## src/rtl/piso_tx_arbiter.sv

```systemverilog
// Two-requester round-robin arbiter feeding a parallel-in/serial-out transmitter.
// Frames go out MSB first, followed by a programmable idle gap.
module piso_tx_arbiter #(
  parameter int WIDTH = 8,
  parameter int GAP   = 1,
  parameter int CNT_W = 16
) (
  input  logic             clk,
  input  logic             reset,
  input  logic             req0_valid,
  input  logic [WIDTH-1:0] req0_data,
  output logic             req0_ready,
  input  logic             req1_valid,
  input  logic [WIDTH-1:0] req1_data,
  output logic             req1_ready,
  output logic             sdout,
  output logic             sframe,
  output logic             grant_id,
  output logic             busy,
  output logic             frame_done,
  output logic [CNT_W-1:0] frame_count
);

  localparam logic [1:0] ST_IDLE  = 2'd0;
  localparam logic [1:0] ST_SHIFT = 2'd1;
  localparam logic [1:0] ST_GAP   = 2'd2;

  localparam int              BIT_W    = $clog2(WIDTH);
  localparam logic [BIT_W-1:0] LAST_BIT = BIT_W'(WIDTH - 1);
  localparam logic [3:0]      GAP_LOAD = (GAP > 0) ? 4'(GAP - 1) : 4'd0;

  logic [1:0]       state;
  logic [WIDTH-1:0] shreg;
  logic [BIT_W-1:0] bit_cnt;
  logic [3:0]       gap_cnt;
  logic             last_grant;

  logic             idle;
  logic             sel;
  logic             take;
  logic [WIDTH-1:0] take_data;

  // On a tie the requester that did not win last time is selected.
  assign idle       = (state == ST_IDLE);
  assign sel        = (req0_valid && req1_valid) ? ~last_grant : req1_valid;
  assign req0_ready = idle && req0_valid && !sel;
  assign req1_ready = idle && req1_valid && sel;
  assign take       = req0_ready || req1_ready;
  assign take_data  = sel ? req1_data : req0_data;

  // NOTE: sequential state uses non-blocking assignments so every register
  // samples the pre-edge values, independent of statement order.
  always_ff @(posedge clk or posedge reset) begin
    if (reset) begin
      state       <= ST_IDLE;
      shreg       <= '0;
      bit_cnt     <= '0;
      gap_cnt     <= '0;
      last_grant  <= 1'b1;
      sdout       <= 1'b0;
      sframe      <= 1'b0;
      grant_id    <= 1'b0;
      busy        <= 1'b0;
      frame_done  <= 1'b0;
      frame_count <= '0;
    end else begin
      frame_done <= 1'b0;
      case (state)
        ST_IDLE: begin
          if (take) begin
            state      <= ST_SHIFT;
            busy       <= 1'b1;
            sdout      <= take_data[WIDTH-1];
            sframe     <= 1'b1;
            shreg      <= {take_data[WIDTH-2:0], 1'b0};
            bit_cnt    <= LAST_BIT;
            last_grant <= sel;
            grant_id   <= sel;
          end
        end
        ST_SHIFT: begin
          // bit_cnt counts the bits still to present after the one on sdout.
          if (bit_cnt == '0) begin
            sdout       <= 1'b0;
            sframe      <= 1'b0;
            frame_done  <= 1'b1;
            frame_count <= frame_count + CNT_W'(1);
            if (GAP == 0) begin
              state <= ST_IDLE;
              busy  <= 1'b0;
            end else begin
              state   <= ST_GAP;
              gap_cnt <= GAP_LOAD;
            end
          end else begin
            sdout   <= shreg[WIDTH-1];
            shreg   <= {shreg[WIDTH-2:0], 1'b0};
            bit_cnt <= bit_cnt - BIT_W'(1);
          end
        end
        ST_GAP: begin
          if (gap_cnt == 4'd0) begin
            state <= ST_IDLE;
            busy  <= 1'b0;
          end else begin
            gap_cnt <= gap_cnt - 4'd1;
          end
        end
        default: begin
          state <= ST_IDLE;
          busy  <= 1'b0;
        end
      endcase
    end
  end

endmodule

```

## config.mk

```make
export PLATFORM = sky130hd
export DESIGN_NAME = piso_tx_arbiter
export DESIGN_NICKNAME = d
export VERILOG_FILES = /design/src/rtl/piso_tx_arbiter.sv
export SDC_FILE = /design/constraint.sdc
export NUM_CORES = 1
export LEC_CHECK = 0
export BUFFER_PORTS_ARGS = -buffer_cell sky130_fd_sc_hd__buf_4
export CAP_MARGIN = 20
export CORE_MARGIN = 1.5
export CORE_UTILIZATION = 38
export CTS_CLUSTER_DIAMETER = 40
export DETAILED_ROUTE_END_ITERATION = 12
export GPL_TIMING_DRIVEN = 0
export SYNTH_ARGS = -nofsm -noshare
export SYNTH_HDL_FRONTEND = slang
export SYNTH_SLANG_ARGS = --single-unit
export TNS_END_PERCENT = 1
```

## constraint.sdc

```tcl
create_clock -name clk -period 1.67 [get_ports clk]
set_input_delay 0.167 -clock clk [delete_from_list [all_inputs] [get_ports clk]]
set_output_delay 0.167 -clock clk [all_outputs]
set_load 0.02 [all_outputs]
```

==> flow_results.xml <==
<?xml version="1.0" encoding="UTF-8"?>
<metrics>
  <group name="yosys">
    <metric name="synthDominantCellAreaShare" unit="%">50.8</metric>
    <metric name="yosysSeqAreaShare" unit="%">52.2</metric>
    <metric name="number_of_flops_mapped_to_enable_cells_by_yosys" unit="">0</metric>
    <metric name="synthesis.area_per_instance" unit="um^2">10.0</metric>
    <metric name="mappedNetlistNets" unit="">206</metric>
    <metric name="yosys_most_used_dff" unit="">sky130_fd_sc_hd__dfrtp_1</metric>
    <metric name="postSynthCellCount" unit="">182</metric>
    <metric name="synth-warning-count" unit="">0</metric>
    <metric name="synth.area.top_cells" unit="">sky130_fd_sc_hd__dfrtp_1 (51%), sky130_fd_sc_hd__nand2_1 (8.2%), sky130_fd_sc_hd__xnor2_1 (6.2%)</metric>
    <metric name="yosys_register_bits" unit="">38</metric>
    <metric name="synth_largest_area_cell" unit="">sky130_fd_sc_hd__dfrtp_1</metric>
    <metric name="post_synth_num_cell_types" unit="">32</metric>
    <metric name="synthArstFlopShare" unit="%">100</metric>
    <metric name="synthesis.area" unit="um^2">1820</metric>
  </group>
  <group name="floorplanning">
    <metric name="die_x" unit="um">72.3</metric>
    <metric name="dieArea" unit="um^2">5220</metric>
    <metric name="io_pins" unit="">43</metric>
    <metric name="row_count" unit="">25</metric>
    <metric name="floorplan.initialDensity" unit="%">39.1</metric>
    <metric name="core_region_area" unit="um^2">4660</metric>
    <metric name="dieHeight" unit="um">72.3</metric>
  </group>
  <group name="run">
    <metric name="cap_viol_max_count" unit="">0</metric>
  </group>
  <group name="placement">
    <metric name="io_buffers" unit="">42</metric>
    <metric name="gp_routability_congestion" unit="">0.763</metric>
    <metric name="place_hpwl" unit="mm">2.65</metric>
    <metric name="place_ws" unit="ns">-0.112</metric>
  </group>
  <group name="sta">
    <metric name="hold_ws" unit="ns">0.0231</metric>
    <metric name="max_clock_freq" unit="GHz">0.581</metric>
    <metric name="final_max_slew_viol_count" unit="">0</metric>
    <metric name="setup_viol" unit="">5</metric>
    <metric name="worst_pin_slew" unit="ns">0.785</metric>
    <metric name="post-route-period-util" unit="%">103</metric>
    <metric name="max_slew_margin" unit="%">47.6</metric>
    <metric name="rsz0062_at_grt" unit="">true</metric>
    <metric name="finalHoldViolations" unit="">0</metric>
    <metric name="setup_slack" unit="ns">-0.0498</metric>
    <metric name="fin_crit" unit="ns">1.72</metric>
    <metric name="fin_worst_skew" unit="ns">0.00464</metric>
  </group>
  <group name="global_routing">
    <metric name="overflow" unit="">0</metric>
    <metric name="global_route.usage.total" unit="%">15.7</metric>
    <metric name="first_pass_grt_wire_length" unit="mm">6.37</metric>
    <metric name="number_of_global_route_vias_before_repair" unit="">1423</metric>
    <metric name="antenna_found_initial" unit="">0</metric>
    <metric name="grt_start_max_net_pins" unit="">39</metric>
  </group>
  <group name="power">
    <metric name="p_leak" unit="uW">0.00117</metric>
    <metric name="ir_worst_vdd" unit="V">0.000695</metric>
    <metric name="p_per_area" unit="nW/um^2">1450</metric>
  </group>
  <group name="routing">
    <metric name="dr.pass1.iters" unit="">4</metric>
    <metric name="via_count" unit="">1475</metric>
    <metric name="post_drt_via_cell_ratio" unit="">5.10</metric>
    <metric name="wl_per_cell" unit="um">13.2</metric>
    <metric name="residual_antenna_violating_net_count_after_detailed_routing" unit="">0</metric>
    <metric name="totalWireLength" unit="mm">3.80</metric>
    <metric name="detail_route.iter0.violations" unit="">55</metric>
    <metric name="post-route-drc-count" unit="">0</metric>
  </group>
  <group name="clock_tree">
    <metric name="cts_hold_buf" unit="">0</metric>
    <metric name="clkSlewWorstSetupHoldPaths" unit="ns">0.08</metric>
    <metric name="clock-sinks" unit="">38</metric>
    <metric name="number_of_h_tree_levels" unit="">2</metric>
    <metric name="clock_insertion_delay_worst_skew" unit="ns">0.29</metric>
    <metric name="cts_made_buffers" unit="">5</metric>
    <metric name="clock_tree.root_cell" unit="">sky130_fd_sc_hd__clkbuf_8</metric>
    <metric name="cts.path.max_buffers" unit="">2</metric>
    <metric name="cts_tree" unit="">built</metric>
  </group>
  <group name="finish">
    <metric name="num-nets-final" unit="">258</metric>
    <metric name="diodes" unit="">0</metric>
    <metric name="utilization_after_layout" unit="%">50.6</metric>
    <metric name="drive_above_1_share" unit="%">28.9</metric>
    <metric name="syn_to_final_growth" unit="%">29.4</metric>
  </group>
  <group name="critical_path">
    <metric name="setup.worst_path.end_class" unit="">flip-flop</metric>
    <metric name="cp_data_arrival_time" unit="ns">1.90</metric>
    <metric name="worst-setup-path-type" unit="">reg -&gt; reg</metric>
    <metric name="slowest_delay" unit="ns">0.40</metric>
    <metric name="timing.critical_path.required" unit="ns">1.85</metric>
    <metric name="cp_slowest_cell" unit="">sky130_fd_sc_hd__dfrtp_1</metric>
    <metric name="path_cells" unit="">inv_2, ha_4, nand4bb_1, buf_6, nor4_4, nand3_1, xnor2_1</metric>
    <metric name="timing.critical_path.fanout_max" unit="">5</metric>
    <metric name="kind_of_start_point_of_the_critical_path" unit="">flip-flop</metric>
  </group>
  <group name="status">
    <metric name="violations_in_the_final_reports" unit="">setup timing</metric>
    <metric name="run_status" unit="">finished with violations</metric>
  </group>
  <group name="worst_hold_path">
    <metric name="hp-class" unit="">in -&gt; async</metric>
  </group>
</metrics>
-- Yosys cell counts (all sizes together) (2+ instances only) --
cell and instances:
a21bo 2, a21oi 3, a32o 6, buf 2, clkbuf 3, dfrtp 37
ha 4, inv 10, mux2i 4, nand2 40, nand2b 4, nand3 12
nand4 3, nor2 11, nor2b 2, nor3 6, o211ai 2, o21ai 4
xnor2 13, xor2 4
-- layout by cell type, fill, tap and decap left out, types with 2 or more instances in the layout --
master	count
sky130_fd_sc_hd__buf_4	46
sky130_fd_sc_hd__nand2_1	40
sky130_fd_sc_hd__dfrtp_1	37
sky130_fd_sc_hd__xnor2_1	13
sky130_fd_sc_hd__nand3_1	12
sky130_fd_sc_hd__nor2_1	11
sky130_fd_sc_hd__a32o_1	6
sky130_fd_sc_hd__inv_1	6
sky130_fd_sc_hd__nor3_1	5
sky130_fd_sc_hd__clkbuf_8	5
sky130_fd_sc_hd__nand2b_1	4
sky130_fd_sc_hd__mux2i_1	4
sky130_fd_sc_hd__xor2_1	4
sky130_fd_sc_hd__a21oi_1	3
sky130_fd_sc_hd__inv_2	3
sky130_fd_sc_hd__nand4_1	3
sky130_fd_sc_hd__ha_1	3
sky130_fd_sc_hd__buf_2	2
sky130_fd_sc_hd__a21bo_2	2
sky130_fd_sc_hd__nor2b_1	2
sky130_fd_sc_hd__o21ai_1	2
sky130_fd_sc_hd__o211ai_1	2
sky130_fd_sc_hd__o21ai_0	2
sky130_fd_sc_hd__clkinv_2	2
-- where the power goes --
| group | internal [uW] | switching, uW |
|---|---|---|
| Sequential | 1170 | 173 |
| Clock | 440 | 327 |
| Combinational | 610 | 714 |
| Total | 2210 | 1210 |
-- sequential cells by signal, indices dropped and copies added (netlist names), 2 cells and up --
| signal | count |
|---|---|
| bit_cnt | 3 |
| frame_count | 16 |
| gap_cnt | 4 |
| shreg | 7 |
| state | 2 |
-- stage by stage --
stage / total power (uW) / cells / area (um^2) / setup TNS (ns)
final: 3430 / 289 / 2360 / -0.164
after global placement: 2570 / 278 / 2210 / -0.550
after floorplan: 2190 / 182 / 1820 / 0
after global routing: 3670 / 289 / 2360 / -1.32
after CTS: 3390 / 285 / 2310 / -0.472
after detailed placement: 2600 / 278 / 2210 / -0.770
-- path summary, 6_finish.rpt --
| check | cells after the start | to | slack (ns) | startpoint |
|---|---|---|---|---|
| setup / recovery | 7 | frame_count[11]$_DFFE_PP0P_ | -0.05 | bit_cnt[0]$_DFFE_PP0P_ |
| hold / removal | 2 | frame_count[11]$_DFFE_PP0P_ | 0.02 | reset |
| setup reg to reg | 7 | frame_count[11]$_DFFE_PP0P_ | -0.05 | bit_cnt[0]$_DFFE_PP0P_ |
| hold reg to reg | 1 | frame_count[15]$_DFFE_PP0P_ | 0.48 | frame_count[15]$_DFFE_PP0P_ |
| max in group asynchronous | 2 | shreg[4]$_DFFE_PP0P_ | 1.15 | reset |
| min in group clk | 2 | last_grant$_DFFE_PP1P_ | 0.08 | req0_valid |
-- metal layers --
metal / wire (um) / track usage [%]
met1: 1800 / 21.2
met2: 1830 / 24.8
met3: 134 / 3.75
met4: 45 / 5.66
met5: 0 / 0
-- cell families after synthesis --
logic type / count (synthesis) / share of synthesized area [%]
flip-flops: 38 / 52.2
adder cells (fa/ha/maj): 4 / 2.75
XOR/XNOR: 17 / 8.17
AND/OR/NAND/NOR: 80 / 20.9
buffers and inverters: 15 / 3.57
AO/OA/AOI/OAI: 24 / 10.2
multiplexers: 4 / 2.20
-- layout make-up --
class                      count  area, um^2
buffer                         4        26.3
clock buffer                   5        68.8
clock inverter                 3        40.0
fill                         428        2300
inverter                      10        41.3
multi-input combinational    129         818
sequential                    38         952
tap                           54        67.6
timing repair buffer          46         345
-- worst max-delay path, delay by kind of cell (launching register included) --
kind	cells	cell delay [ns]
adder cells (fa/ha/maj)	1	0.13
AND/OR/NAND/NOR	3	0.67
XOR/XNOR	1	0.15
flip-flops	1	0.40
buffers and inverters	2	0.25
-- timing repair --
action / CTS / global route
gates cloned: 0 / 0
hold endpoints to repair: 0 / 0
endpoints found under the setup margin: 18 / 20
pin swaps: 1 / 11
buffers inserted: 0 / 4
gates resized for setup: 4 / 7
Power figures use the tool's default switching activity.
